$ cat src/rtl/led_fader_pkg.sv
// led_fader_pkg: shared brightness width, full-on/off levels and saturating step helper
//   BRI_W    brightness width in bits
//   BRI_ON   full-on brightness level
//   BRI_OFF  full-off brightness level
//   sat_step move a brightness toward on/off by a step, clamping at the ends
package led_fader_pkg;
   localparam int BRI_W = 8;
   localparam logic [BRI_W-1:0] BRI_ON = {BRI_W{1'b1}};
   localparam logic [BRI_W-1:0] BRI_OFF = '0;
   function automatic logic [BRI_W-1:0] sat_step(input logic [BRI_W-1:0] b, input logic up,
                                                 input logic [BRI_W-1:0] s);
      logic [BRI_W:0] sum;
      sum = {1'b0, b} + {1'b0, s};
      return up ? (sum[BRI_W] ? BRI_ON : sum[BRI_W-1:0]) : (b < s ? BRI_OFF : b - s);
   endfunction
endpackage

$ cat src/rtl/led_fader_chan.sv
// led_fader_chan: one LED channel -- brightness register, saturating fade step, PWM comparator
//   clk, reset   clock and async active-low reset
//   bypass       snap brightness straight to gpio_bit
//   frame_end    fade step strobe
//   gpio_bit     level being captured as the new target this cycle
//   tgt_bit      currently latched target level
//   cnt          shared PWM counter
//   led_d        next-state PWM output
//   settled      brightness has reached the latched target level
module led_fader_chan
   import led_fader_pkg::*;
#(
   parameter int STEP = 1
) (
   input  logic             clk,
   input  logic             reset,
   input  logic             bypass,
   input  logic             frame_end,
   input  logic             gpio_bit,
   input  logic             tgt_bit,
   input  logic [BRI_W-1:0] cnt,
   output logic             led_d,
   output logic             settled
);
   localparam logic [BRI_W-1:0] STEP_L = BRI_W'(STEP);
   logic [BRI_W-1:0] bri_q, bri_d;
   always_comb begin
      bri_d = bypass ? (gpio_bit ? BRI_ON : BRI_OFF)
            : frame_end ? sat_step(bri_q, gpio_bit, STEP_L) : bri_q;
      // full-on is forced high so 255 gives a constant 1 rather than 255/256 duty
      led_d = (bri_q == BRI_ON) || (cnt < bri_q);
      settled = tgt_bit ? (bri_q == BRI_ON) : (bri_q == BRI_OFF);
   end
   always_ff @(posedge clk or negedge reset)
      if (!reset) bri_q <= BRI_OFF;
      else bri_q <= bri_d;
endmodule

$ cat src/rtl/led_fader.sv
// led_fader: 8-channel LED PWM fader with frame-synchronous targets and a direct bypass
//   clk, reset    clock and async active-low reset
//   gpio_in       LED target byte
//   bypass        drive LEDs directly from gpio_in
//   led_out       registered PWM LED drive
//   frame_strobe  one-cycle pulse after each PWM frame end
//   busy          some channel has not reached its latched target
module led_fader
   import led_fader_pkg::*;
#(
   parameter int PRESCALE = 4,
   parameter int STEP = 1
) (
   input  logic       clk,
   input  logic       reset,
   input  logic [7:0] gpio_in,
   input  logic       bypass,
   output logic [7:0] led_out,
   output logic       frame_strobe,
   output logic       busy
);
   localparam int PW = PRESCALE > 1 ? $clog2(PRESCALE) : 1;
   logic [PW-1:0] pre_q, pre_d;
   logic [BRI_W-1:0] cnt_q, cnt_d;
   logic [7:0] tgt_q, tgt_d, led_q, led_d, led_pwm, settled;
   logic strobe_q, strobe_d, busy_q, busy_d, tick, frame_end;
   always_comb begin
      tick = pre_q == PW'(PRESCALE - 1);
      frame_end = tick && cnt_q == BRI_ON;
      pre_d = tick ? '0 : pre_q + PW'(1);
      cnt_d = tick ? cnt_q + BRI_W'(1) : cnt_q;
      strobe_d = frame_end;
      // bypass overrides frame capture, so a coinciding frame end changes nothing extra
      tgt_d = (bypass || frame_end) ? gpio_in : tgt_q;
      led_d = bypass ? gpio_in : led_pwm;
      busy_d = ~&settled;
   end
   for (genvar i = 0; i < 8; i++) begin : g_chan
      led_fader_chan #(.STEP(STEP)) u_chan (
         .clk      (clk),
         .reset    (reset),
         .bypass   (bypass),
         .frame_end(frame_end),
         .gpio_bit (gpio_in[i]),
         .tgt_bit  (tgt_q[i]),
         .cnt      (cnt_q),
         .led_d    (led_pwm[i]),
         .settled  (settled[i])
      );
   end
   always_ff @(posedge clk or negedge reset)
      if (!reset) begin
         pre_q <= '0;
         cnt_q <= '0;
         tgt_q <= '0;
         led_q <= '0;
         strobe_q <= 1'b0;
         busy_q <= 1'b0;
      end else begin
         pre_q <= pre_d;
         cnt_q <= cnt_d;
         tgt_q <= tgt_d;
         led_q <= led_d;
         strobe_q <= strobe_d;
         busy_q <= busy_d;
      end
   assign led_out = led_q;
   assign frame_strobe = strobe_q;
   assign busy = busy_q;
endmodule

$ cat config.mk
export PLATFORM = sky130hd
export DESIGN_NAME = led_fader
export DESIGN_NICKNAME = d
export VERILOG_FILES = /design/src/rtl/led_fader_pkg.sv /design/src/rtl/led_fader_chan.sv /design/src/rtl/led_fader.sv
export SDC_FILE = /design/constraint.sdc
export NUM_CORES = 1
export LEC_CHECK = 0
export CAP_MARGIN = 5
export CORE_MARGIN = 10
export CORE_UTILIZATION = 46
export DETAILED_ROUTE_END_ITERATION = 10
export PLACE_DENSITY = 0.69
export SLEW_MARGIN = 10
export SYNTH_ARGS = -nofsm -noshare
export SYNTH_HDL_FRONTEND = slang
export SYNTH_SLANG_ARGS = --single-unit
export TNS_END_PERCENT = 20
$ cat constraint.sdc
create_clock -name clk -period 2.1 [get_ports clk]
set_input_delay 0.315 -clock clk [delete_from_list [all_inputs] [get_ports clk]]
set_output_delay 0.315 -clock clk [all_outputs]
set_load 0.02 [all_outputs]
# --- Word level (Yosys, flattened, before mapping) ---
# Cells that the tools add are included.
totals:
  reg_bits: 92
  word_cells: 137
classes:
  addsub: 18
  n_lt_le_gt_ge: 16
  eq_ne: 10
  muxes: 58
  n_reduce_logical: 21
op_table:
  columns: ["operator", "n"]
  rows:
  - ["$mux 8", 49]
  - ["$add 8x1->9 const B", 8]
  - ["$eq 8x8->1 const B", 9]
  - ["$logic_not 8->1", 8]
  - ["$lt 8x1->1 const B", 8]
  - ["$lt 8x8->1", 8]
  - ["$sub 8x1->8 const B", 8]
  - ["$logic_or 1x1->1", 9]
  - ["$add 8x1->8 const B", 1]
  - ["$mux 1", 8]
  - ["$reduce_and 8->1", 1]
  - ["$add 2x1->2 const B", 1]
  - ["$eq 2x2->1 const B", 1]
  - ["$mux 2", 1]
  - ["$reduce_bool 2->1", 1]
  - ["$logic_and 1x1->1", 1]
  - ["$logic_not 1->1", 1]

# --- Depth between registers and ports, before layout ---
# Gate-level depths: netlist of run 1.
logic_depth:
  ltp_word: 5
  mapped_depth: 11
  ltp_nobuf: 8

# --- Cells and area by module ---
# A second synthesis of run 1 with hierarchy kept.
unflattened:
  hier_cells: 1022
  area_unflattened_um2: 8644.5
modules_own_cells:
  columns: ["module", "n_inst", "cells_per_inst", "area_each_um2", "seq_area_each_um2"]
  rows:
  - ["led_fader_chan (g_chan[0].u_chan ...)", 7, 118, 937.1, 200.2]
  - ["led_fader", 1, 68, 1083.5, 700.7]
  - ["led_fader_chan (g_chan[3].u_chan)", 1, 128, 1001.0, 200.2]

# --- Least setup slack after synthesis of run 1 ---
# No wires, ideal clock.
synth_path:
  path_type: "register -> register"
  start: "reg cnt_q[1]"
  end: "reg g_chan[7].u_chan.bri_q[7]"
  setup_time_ps: 126
  t_arrival_ps: 1826
  required_time_ps: 1974
  setup_slack_ps: 148
  path_stages_with_launch: 9
  n_path_buf: 2
  period_less_slack_ps: 1952
  path_cell_list: "dfrtp_1 ha_1 nand4_1 or2_1 buf_2 inv_2 nor2_2 buf_2 a221o_1"
synth_between:
  elab_chain_len: 3
synth_lines:
  columns: ["element", "line", "text"]
  rows:
  - ["start, declared", "led_fader.sv:24", "logic [BRI_W-1:0] cnt_q, cnt_d;"]
  - ["start signal, assigned", "led_fader.sv:61", "cnt_q <= cnt_d;"]
  - ["$eq 8x8->1", "led_fader.sv:29", "frame_end = tick && cnt_q == BRI_ON;"]
  - ["$logic_and 1x1->1", "led_fader.sv:29", null]
  - ["$reduce_bool 2->1 (no source line)", null, null]
  - ["end signal, assigned", "led_fader_chan.sv:36", "else bri_q <= bri_d;"]
  - ["end, declared", "led_fader_chan.sv:26", "logic [BRI_W-1:0] bri_q, bri_d;"]
# No other way between the ends.
# A chain may end at the register's enable or synchronous reset.

# --- Worst setup path in the final report of run 1 ---
layout_path:
  start: "reg cnt_q[1]"
  end: "reg led_q[2], in the netlist led_out[2]"
layout_between:
  elab_chain_len: 3
layout_lines:
  columns: ["element", "line", "text"]
  rows:
  - ["$lt 8x8->1", "led_fader_chan.sv:31", "led_d = (bri_q == BRI_ON) || (cnt < bri_q);"]
  - ["$logic_or 1x1->1", "led_fader_chan.sv:31", null]
  - ["$mux 8", "led_fader.sv:35", "led_d = bypass ? gpio_in : led_pwm;"]
  - ["named net led_d[2]", "led_fader.sv:25", "logic [7:0] tgt_q, tgt_d, led_q, led_d, led_pwm, settled;"]
  - ["end signal, assigned", "led_fader.sv:63", "led_q <= led_d;"]
  - ["end, declared", "led_fader.sv:25", null]
# The timed path passes the listed nets, and every way through them passes these cells.

==> flow_summary.yaml, run 1 <==
final_layout:
  utilization: 0.532
  antennaDiodeCount: 0
  layout_common_cells: "o21ai_0, nand2_1, dfrtp_1"
  layout-drive-gt1-share: 0.100
  multi_input_area_um2: 5140
  final_common_cell: "o21ai_0"
  fill_cells: 1633
  seq_area_um2: 2310
  fin_nets: 1159
  area_delta_synth_final_pct: 14.3
yosys:
  yosysSeqAreaShare: 0.289
  synth.ff_latch_count: 92
  synth_top_family_by_area: "compound AO/OA/AOI/OAI gates"
  ys_types: 74
  syn_area_um2: 7960
  syn_nets: 1112
  synthMuxAreaShare: 0.0127
  synth-simple-area-share: 0.215
  synth_xor_area_frac: 0.0275
  synth-async-reset-ratio: 1.00
  synth_fa_ha_area_frac: 0.129
  synthCells: 1019
  synth_warnings: 0
  synth_edf_count: 0
  synth-compound-area-share: 0.259
  ys.flop_type: "dfrtp_1"
  avgSynthCellArea_um2: 7.81
sta:
  finalSetupViolCount: 0
  fin_crit_ps: 1980
  rsz0062_at_grt: "yes"
  max_freq_ghz: 0.504
  final_max_slew_viol_count: 0
  slew_headroom: 0.581
  hold_violations: 0
  period_share: 0.945
  hold_ws_ps: 463
  worst_pin_slew_ps: 623
  skew_ps: 6.50
global_routing:
  grt_pass1_vias: 7599
  grtUsageTotal: 0.203
  grt_max_degree: 42
  antenna_found_initial: 0
  grt_pass1_wl_mm: 38.1
  grt_overflow: 0
min_path:
  worstHoldPathType: "reg -> reg"
  worstHoldEndpoint: "pre_q[0]"
  hold_path_startpoint: "pre_q[0]"
  whs_path_depth: 1
critical_path:
  critPathKind: "reg -> reg"
  critPathMaxFanout: 10
  start_kind: "flop"
  arrival_ps: 2240
  crit_path_start: "cnt_q[1]"
  r2r_end: "led_out[2]"
  rrSetupSlack_ps: 120
  r2r_start: "cnt_q[1]"
  worst_r2r_path_depth: 7
  endpoint_kind: "flop"
  crit_required_ps: 2360
die:
  rows: 48
  die_y_um: 152
  die_area_um2: 23000
  core_area_um2: 17100
  die_x_um: 152
  io_pins: 21
  start_util: 0.465
cts:
  cts_sinks: 92
  h-tree-depth: 3
  clock_latency_ps: 350
  tritoncts: "built"
  cts_made_buffers: 9
  cts_root_buffer: "clkbuf_16"
  cts.clk_slew.worst_paths_ps: 60
  cts_max_path_buffers: 2
  cts_setup_buffers: 0
place:
  io_buffer_count: 20
  dpl.hpwl_mm: 16.4
  gp_congestion: 0.941
routing:
  vias: 7865
  vias_per_cell: 6.07
  firstDrtPassIters: 5
  drc: 0
  ant_nets: 0
  initialDrtViolationCount: 701
  wl_per_cell_um: 17.5
  routed_wirelength_mm: 22.7
outcome:
  status: "completed"
pwr:
  p_per_area_nw_per_um2: 602
  p_leak_nw: 4.02
  peakVddDrop_v: 0.000428
flow_run:
  max_cap_violations: 0
sequential cells by signal, indices dropped and copies added, names as in the netlist:
| name | count |
|---|---|
| led_out | 8 |
| g_chan.u_chan.bri_q | 64 |
| cnt_q | 8 |
| tgt_q | 8 |
| frame_strobe | 1 |
| busy | 1 |
| pre_q | 2 |
worst max-delay path by stage:
stage | slack (ps) | to
after detailed placement | 110 | led_out[2]
after floorplan | 150 | g_chan[7].u_chan.bri_q[7]
after global placement | 150 | led_out[2]
after global routing | -30 | g_chan[5].u_chan.bri_q[6]
after CTS | 80 | led_out[2]
final | 120 | led_out[2]
Yosys cell counts, drive strengths merged (5+ instances only):
library cell / n / area share
nand2: 92 / 0.043
a211oi: 6 / 0.0057
o311ai: 9 / 0.0099
a2111oi: 6 / 0.0068
a2bb2oi: 5 / 0.0055
clkbuf: 37 / 0.018
and2: 5 / 0.0039
a21oi: 82 / 0.052
a21o: 21 / 0.020
o211ai: 7 / 0.0066
and3: 9 / 0.0071
nor2: 78 / 0.037
a221oi: 6 / 0.0066
inv: 74 / 0.035
mux2i: 9 / 0.011
ha: 82 / 0.13
o22a: 5 / 0.0055
or3: 5 / 0.0046
o22ai: 6 / 0.0047
a31oi: 17 / 0.013
nand3: 55 / 0.035
xnor2: 21 / 0.023
o21ai: 111 / 0.070
a32oi: 6 / 0.0066
dfrtp: 92 / 0.29
nor3: 37 / 0.025
buf: 20 / 0.015
nand2b: 12 / 0.0094
nor4: 13 / 0.012
nand4: 22 / 0.017
a22oi: 5 / 0.0047
cell type report:
type | count | area share
clock buffer | 13 | 0.0286
clock inverter | 2 | 0.00110
multi-input combinational | 795 | 0.565
inverter | 75 | 0.0309
sequential | 92 | 0.254
tap | 225 | 0.0309
timing repair buffer | 93 | 0.0899
worst max-delay path: stages, from the launching register on:
cell      delay (ps)
dfrtp_1          380
buf_4            190
ha_1             300
a21o_1           160
a21oi_1          130
o21ai_0          100
a2111o_1         420
a31oi_1          210
metal layers:
metal | share of wire | GRT usage
met5 | 0 | 0
met1 | 0.45 | 0.264
met4 | 0.022 | 0.0677
met2 | 0.47 | 0.332
met3 | 0.060 | 0.0374
cell families (layout without fill, tap and decap cells):
kind of cell / count (synthesis) / after routing
xor+xnor: 25 / 25
flops: 92 / 92
buf+inv: 132 / 183
fa+ha+maj: 82 / 82
mux: 10 / 10
compound gates: 330 / 330
simple gates: 348 / 348
where the power goes:
group / leakage, nW / switching (mW) / internal, mW
logic: 2.81 / 0.958 / 0.687
clock network: 0.135 / 0.683 / 0.858
registers: 1.08 / 0.324 / 1.97
timing repair:
item / in CTS / in global routing
gates resized for setup: 0 / 9
setup endpoints to repair: 0 / 10
hold endpoints to repair: 36 / 0
hold buffers: 1 / 0
per-stage QoR:
step	std cells	TNS, ps	setup slack, ps	power, mW	instance area [µm²]
6_report	1295	0	116	5.48	9100
5_1_grt	1295	-31.9	-31.9	5.86	9100
4_1_cts	1295	0	77.0	5.49	9070
3_5_place_dp	1279	0	106	3.91	8790
3_3_place_gp	1279	0	155	3.89	8790
2_1_floorplan	1019	0	148	3.38	7960
No activity file was read; power rests on OpenSTA's default activity.
==> run 2, diff against run 1 <==
ABC_AREA = 1   (was unset)
==> flow_summary.yaml, run 2 <==
final_layout:
  area_delta_synth_final_pct: 11.3
  fill_cells: 1703
  multi_input_area_um2: 5070
  largest_register_ff_count: 64
  fin_nets: 1336
  seq_area_um2: 2300
  antennaDiodeCount: 0
  final_common_cell: "nand2_1"
  largest_register: "g_chan.u_chan.bri_q"
  layout-drive-gt1-share: 0.0562
  layout_common_cells: "nand2_1, inv_1, nor2_1"
pwr:
  intPower_mw: 3.43
  power_frac_comb: 0.315
  clock_power_share: 0.280
  p_leak_nw: 4.60
  seqPwrFrac: 0.405
  p_per_area_nw_per_um2: 603
  power_mw: 5.48
  switching_share: 0.374
  power.switching_mw: 2.05
  peakVddDrop_v: 0.000404
routing:
  vias: 7899
  routed_wirelength_mm: 21.9
  wl_per_cell_um: 14.9
  ant_nets: 0
  firstDrtPassIters: 6
  drc: 0
  vias_per_cell: 5.37
  initialDrtViolationCount: 534
yosys:
  syn_nets: 1298
  synth_edf_count: 0
  ys.flop_type: "dfrtp_1"
  yosysSeqAreaShare: 0.282
  yosys-top-cells-count: "nand2_1, inv_1, nor2_1"
  synth_top_area_share: 0.282
  ys_types: 35
  synth_area_leader_cell: "dfrtp_1"
  synthCells: 1205
  synth.area.top_cells: "dfrtp_1, nand2_1, ha_1"
  avgSynthCellArea_um2: 6.77
  synth.most_common_cell: "nand2_1"
  synth-async-reset-ratio: 1.00
  synth_warnings: 0
  syn_area_um2: 8160
  synth.ff_latch_count: 92
critical_path:
  r2r_start: "pre_q[0]"
  critPathMaxFanout: 25
  endpoint: "g_chan[0].u_chan.bri_q[5]"
  worst_r2r_path_depth: 11
  endpoint_kind: "flop"
  crit_required_ps: 2350
  arrival_ps: 2120
  crit_path_start: "pre_q[0]"
  critPathKind: "reg -> reg"
  start_kind: "flop"
  rrSetupSlack_ps: 240
  r2r_end: "g_chan[0].u_chan.bri_q[5]"
flow_run:
  max_cap_violations: 0
place:
  dpl.hpwl_mm: 16.2
  gp_congestion: 0.973
  io_buffer_count: 20
die:
  core_area_um2: 17400
  io_pins: 21
  die_y_um: 153
  die_area_um2: 23500
  start_util: 0.470
  die_x_um: 153
  rows: 48
cts:
  cts_max_path_buffers: 2
  h-tree-depth: 3
  clock_latency_ps: 350
  cts_setup_buffers: 0
  cts_sinks: 92
  cts_made_buffers: 9
  cts.clk_slew.worst_paths_ps: 70
  tritoncts: "built"
  cts_resized: 0
  cts_root_buffer: "clkbuf_16"
global_routing:
  antenna_found_initial: 0
  grt_overflow: 0
  use_met3: 0.0238
  grt_max_degree: 37
  grtUsageTotal: 0.186
  gr-usage-met2: 0.314
  grt_use_met1: 0.240
  grt.busiest_layer: "met2"
  grt_pass1_wl_mm: 37.1
  grt_pass1_vias: 7476
sta:
  rsz0062_at_grt: "no"
  worst_pin_slew_ps: 469
  finalSetupTns_ps: 0
  hold_violations: 0
  period_share: 0.888
  skew_ps: 4.95
  max_freq_ghz: 0.536
  final_max_slew_viol_count: 0
  finalSetupViolCount: 0
  fin_crit_ps: 1860
  slew_headroom: 0.687
min_path:
  worstHoldPathType: "reg -> reg"
  whs_path_depth: 1
outcome:
  status: "completed"
## run 2: cells by family (layout without fill, tap and decap cells)
kind of cell,Yosys count,count (layout),share of synthesized area
DFF,92,92,0.282
AOI/OAI and AO/OA,205,205,0.138
and+or+nand+nor,564,564,0.290
buffers and inverters,199,240,0.0969
adders and majority gates,82,82,0.126
xor gates and xnor gates,63,63,0.0676
## run 2: timing repair
| item | CTS | global route |
|---|---|---|
| setup endpoints to repair | 0 | 0 |
| hold buffers | 1 | 0 |
| endpoints found under the hold margin | 29 | 0 |
## run 2: critical path: stages, from the launching register on
cell     delay (ps)
dfrtp_1         360
ha_1            190
nand3_2         110
nor3_4          190
nand2_4         140
nand2_4         110
buf_4           300
nand2_1          90
inv_1            80
nand3_1          80
nand2_1          60
inv_1            40
## run 2: final cells by class
class,instances,area share
clock buffers,12,0.0271
clock inverters,2,0.00138
well taps,225,0.0310
inverters,162,0.0669
multi-input cells,914,0.558
flip-flops and latches,92,0.253
repair buffers,64,0.0625
## run 2: per-layer routing
metal,share of wire,vias up
met4,0.019,0
met3,0.049,30
met2,0.47,225
met1,0.46,3643
li1,-,4001
met5,0,-
## run 2: how the worst min path moves through the flow
stage	slack [ps]	endpoint	startpoint
floorplan	20	busy	reset
global placement	300	g_chan[3].u_chan.bri_q[7]	reset
detailed placement	310	g_chan[3].u_chan.bri_q[7]	reset
CTS	430	pre_q[0]	pre_q[0]
global route	460	pre_q[0]	pre_q[0]
finish	440	pre_q[0]	pre_q[0]
## run 2: power groups by stage
stage | Clock [mW] | Combinational (mW) | Sequential (mW)
2_1_floorplan | 0 | 1.30 | 2.15
3_3_place_gp | 0 | 1.68 | 2.24
3_5_place_dp | 0 | 1.70 | 2.25
4_1_cts | 1.58 | 1.72 | 2.21
5_1_grt | 1.63 | 2.00 | 2.25
6_report | 1.54 | 1.72 | 2.22
## run 2: stage by stage
| stage | cells | hold slack, ps | util | instance area, µm² | setup WS, ps |
|---|---|---|---|---|---|
| 3_3_place_gp | 1456 | 304 | 0.508 | 8820 | 179 |
| 2_1_floorplan | 1205 | 19.4 | - | 8160 | 380 |
| 4_1_cts | 1471 | 433 | 0.524 | 9090 | 255 |
| 3_5_place_dp | 1456 | 308 | 0.508 | 8820 | 173 |
| 6_report | 1471 | 435 | 0.524 | 9090 | 235 |
| 5_1_grt | 1471 | 459 | 0.524 | 9090 | 65.0 |
==> run 3, diff against run 2 <==
CORE_MARGIN = 2   (was 10)
PLACE_DENSITY = 0.66   (was 0.69)
clock period = 2 ns   (was 2.1 ns; I/O delays follow)
==> flow_summary.yaml, run 3 (same netlist as run 2, synthesis figures left out) <==
outcome:
  status: "completed"
global_routing:
  grt_overflow: 0
  grt_pass1_wl_mm: 36.5
  grt_pass1_vias: 7300
  grt_max_degree: 38
  grtUsageTotal: 0.245
  antenna_found_initial: 0
cts:
  h-tree-depth: 3
  cts.clk_slew.worst_paths_ps: 60
  cts_made_buffers: 9
  cts_sinks: 92
  cts_root_buffer: "clkbuf_16"
  tritoncts: "built"
  cts_max_path_buffers: 2
  clock_latency_ps: 360
  cts_setup_buffers: 0
place:
  dpl.hpwl_mm: 16.2
  io_buffer_count: 20
  gp_congestion: 0.931
final_layout:
  final_common_cell: "nand2_1"
  layout_common_cells: "nand2_1, inv_1, nor2_1"
  antennaDiodeCount: 0
  largest_register_ff_count: 64
  fill_cells: 1710
  layout-drive-gt1-share: 0.0683
  largest_register: "g_chan.u_chan.bri_q"
  area_delta_synth_final_pct: 13.0
  fin_nets: 1348
sta:
  finalSetupTns_ps: 0
  finalSetupViolCount: 0
  fin_crit_ps: 1860
  final_max_slew_viol_count: 0
  slew_headroom: 0.694
  skew_ps: 6.13
  rsz0062_at_grt: "no"
  hold_violations: 0
  hold_ws_ps: 414
  worst_pin_slew_ps: 457
  period_share: 0.928
  max_freq_ghz: 0.539
die:
  start_util: 0.472
  die_x_um: 137
  die_y_um: 137
  core_area_um2: 17300
  io_pins: 21
  rows: 48
  die_area_um2: 18800
routing:
  wl_per_cell_um: 14.7
  vias_per_cell: 5.36
  vias: 7966
  initialDrtViolationCount: 577
  routed_wirelength_mm: 21.9
  firstDrtPassIters: 5
  ant_nets: 0
  drc: 0
critical_path:
  crit_required_ps: 2210
  critPathKind: "reg -> reg"
  endpoint_kind: "flop"
  start_kind: "flop"
  critPathMaxFanout: 6
  arrival_ps: 2060
flow_run:
  max_cap_violations: 0
pwr:
  p_leak_nw: 4.68
  p_per_area_nw_per_um2: 635
  peakVddDrop_v: 0.000435
  power_mw: 5.85
min_path:
  worstHoldPathType: "in -> async"
[run 3: worst paths after layout]
kind	from	end	slack (ps)	cells after the start
hold / removal	reset	g_chan[3].u_chan.bri_q[7]	410	2
hold reg to reg	pre_q[0]	pre_q[0]	430	1
max in group asynchronous	reset	frame_strobe	1030	3
setup / recovery	g_chan[6].u_chan.bri_q[0]	busy	140	10
min in group clk	pre_q[0]	pre_q[0]	430	1
setup reg to reg	g_chan[6].u_chan.bri_q[0]	busy	140	10
[run 3: layout make-up]
cell class	count	area (µm²)	share of cell area
Clock buffer	15	278	0.0301
Clock inverter	1	5.00	0.000543
Inverter	162	608	0.0659
Multi-Input combinational cell	914	5080	0.551
Sequential cell	92	2300	0.250
Tap cell	225	282	0.0305
Timing Repair Buffer	76	671	0.0727
[run 3: worst max-delay path, cell delays in order (launching register included)]
cell and delay [ps]:
dfrtp_1 410, ha_1 190, nand2_1 90, inv_1 80, nand2_1 100, inv_1 70, nand3_1 210, o21ai_1 230
inv_1 90, nor2_1 110, nand3_1 130
[run 3: metal layers]
layer | vias to the layer above | wire, µm | GRT usage
met3 | 22 | 1250 | 0.0401
li1 | 4016 | - | -
met1 | 3674 | 10200 | 0.341
met5 | - | 0 | 0
met2 | 254 | 10100 | 0.399
met4 | 0 | 247 | 0.0550
[run 3: timing repair]
action / 4_1_cts / 5_1_grt
setup endpoints to repair: 0 / 3
endpoints found under the hold margin: 26 / 0
hold buffers: 1 / 0
resized for setup: 0 / 5
[run 3: where the power goes]
part / internal, mW / switching (mW)
registers: 2.06 / 0.250
clock network: 0.946 / 0.744
logic: 0.704 / 1.15
total: 3.71 / 2.14
[run 3: metrics by stage]
step | cell area (µm²) | instances | setup WS (ps) | util
after floorplan | 8160 | 1205 | 280 | -
after global placement | 8920 | 1468 | 55.7 | 0.516
final | 9220 | 1485 | 145 | 0.533
after detailed placement | 8920 | 1468 | 55.1 | 0.516
after CTS | 9220 | 1485 | 29.4 | 0.533
after global routing | 9220 | 1485 | 7.00 | 0.533
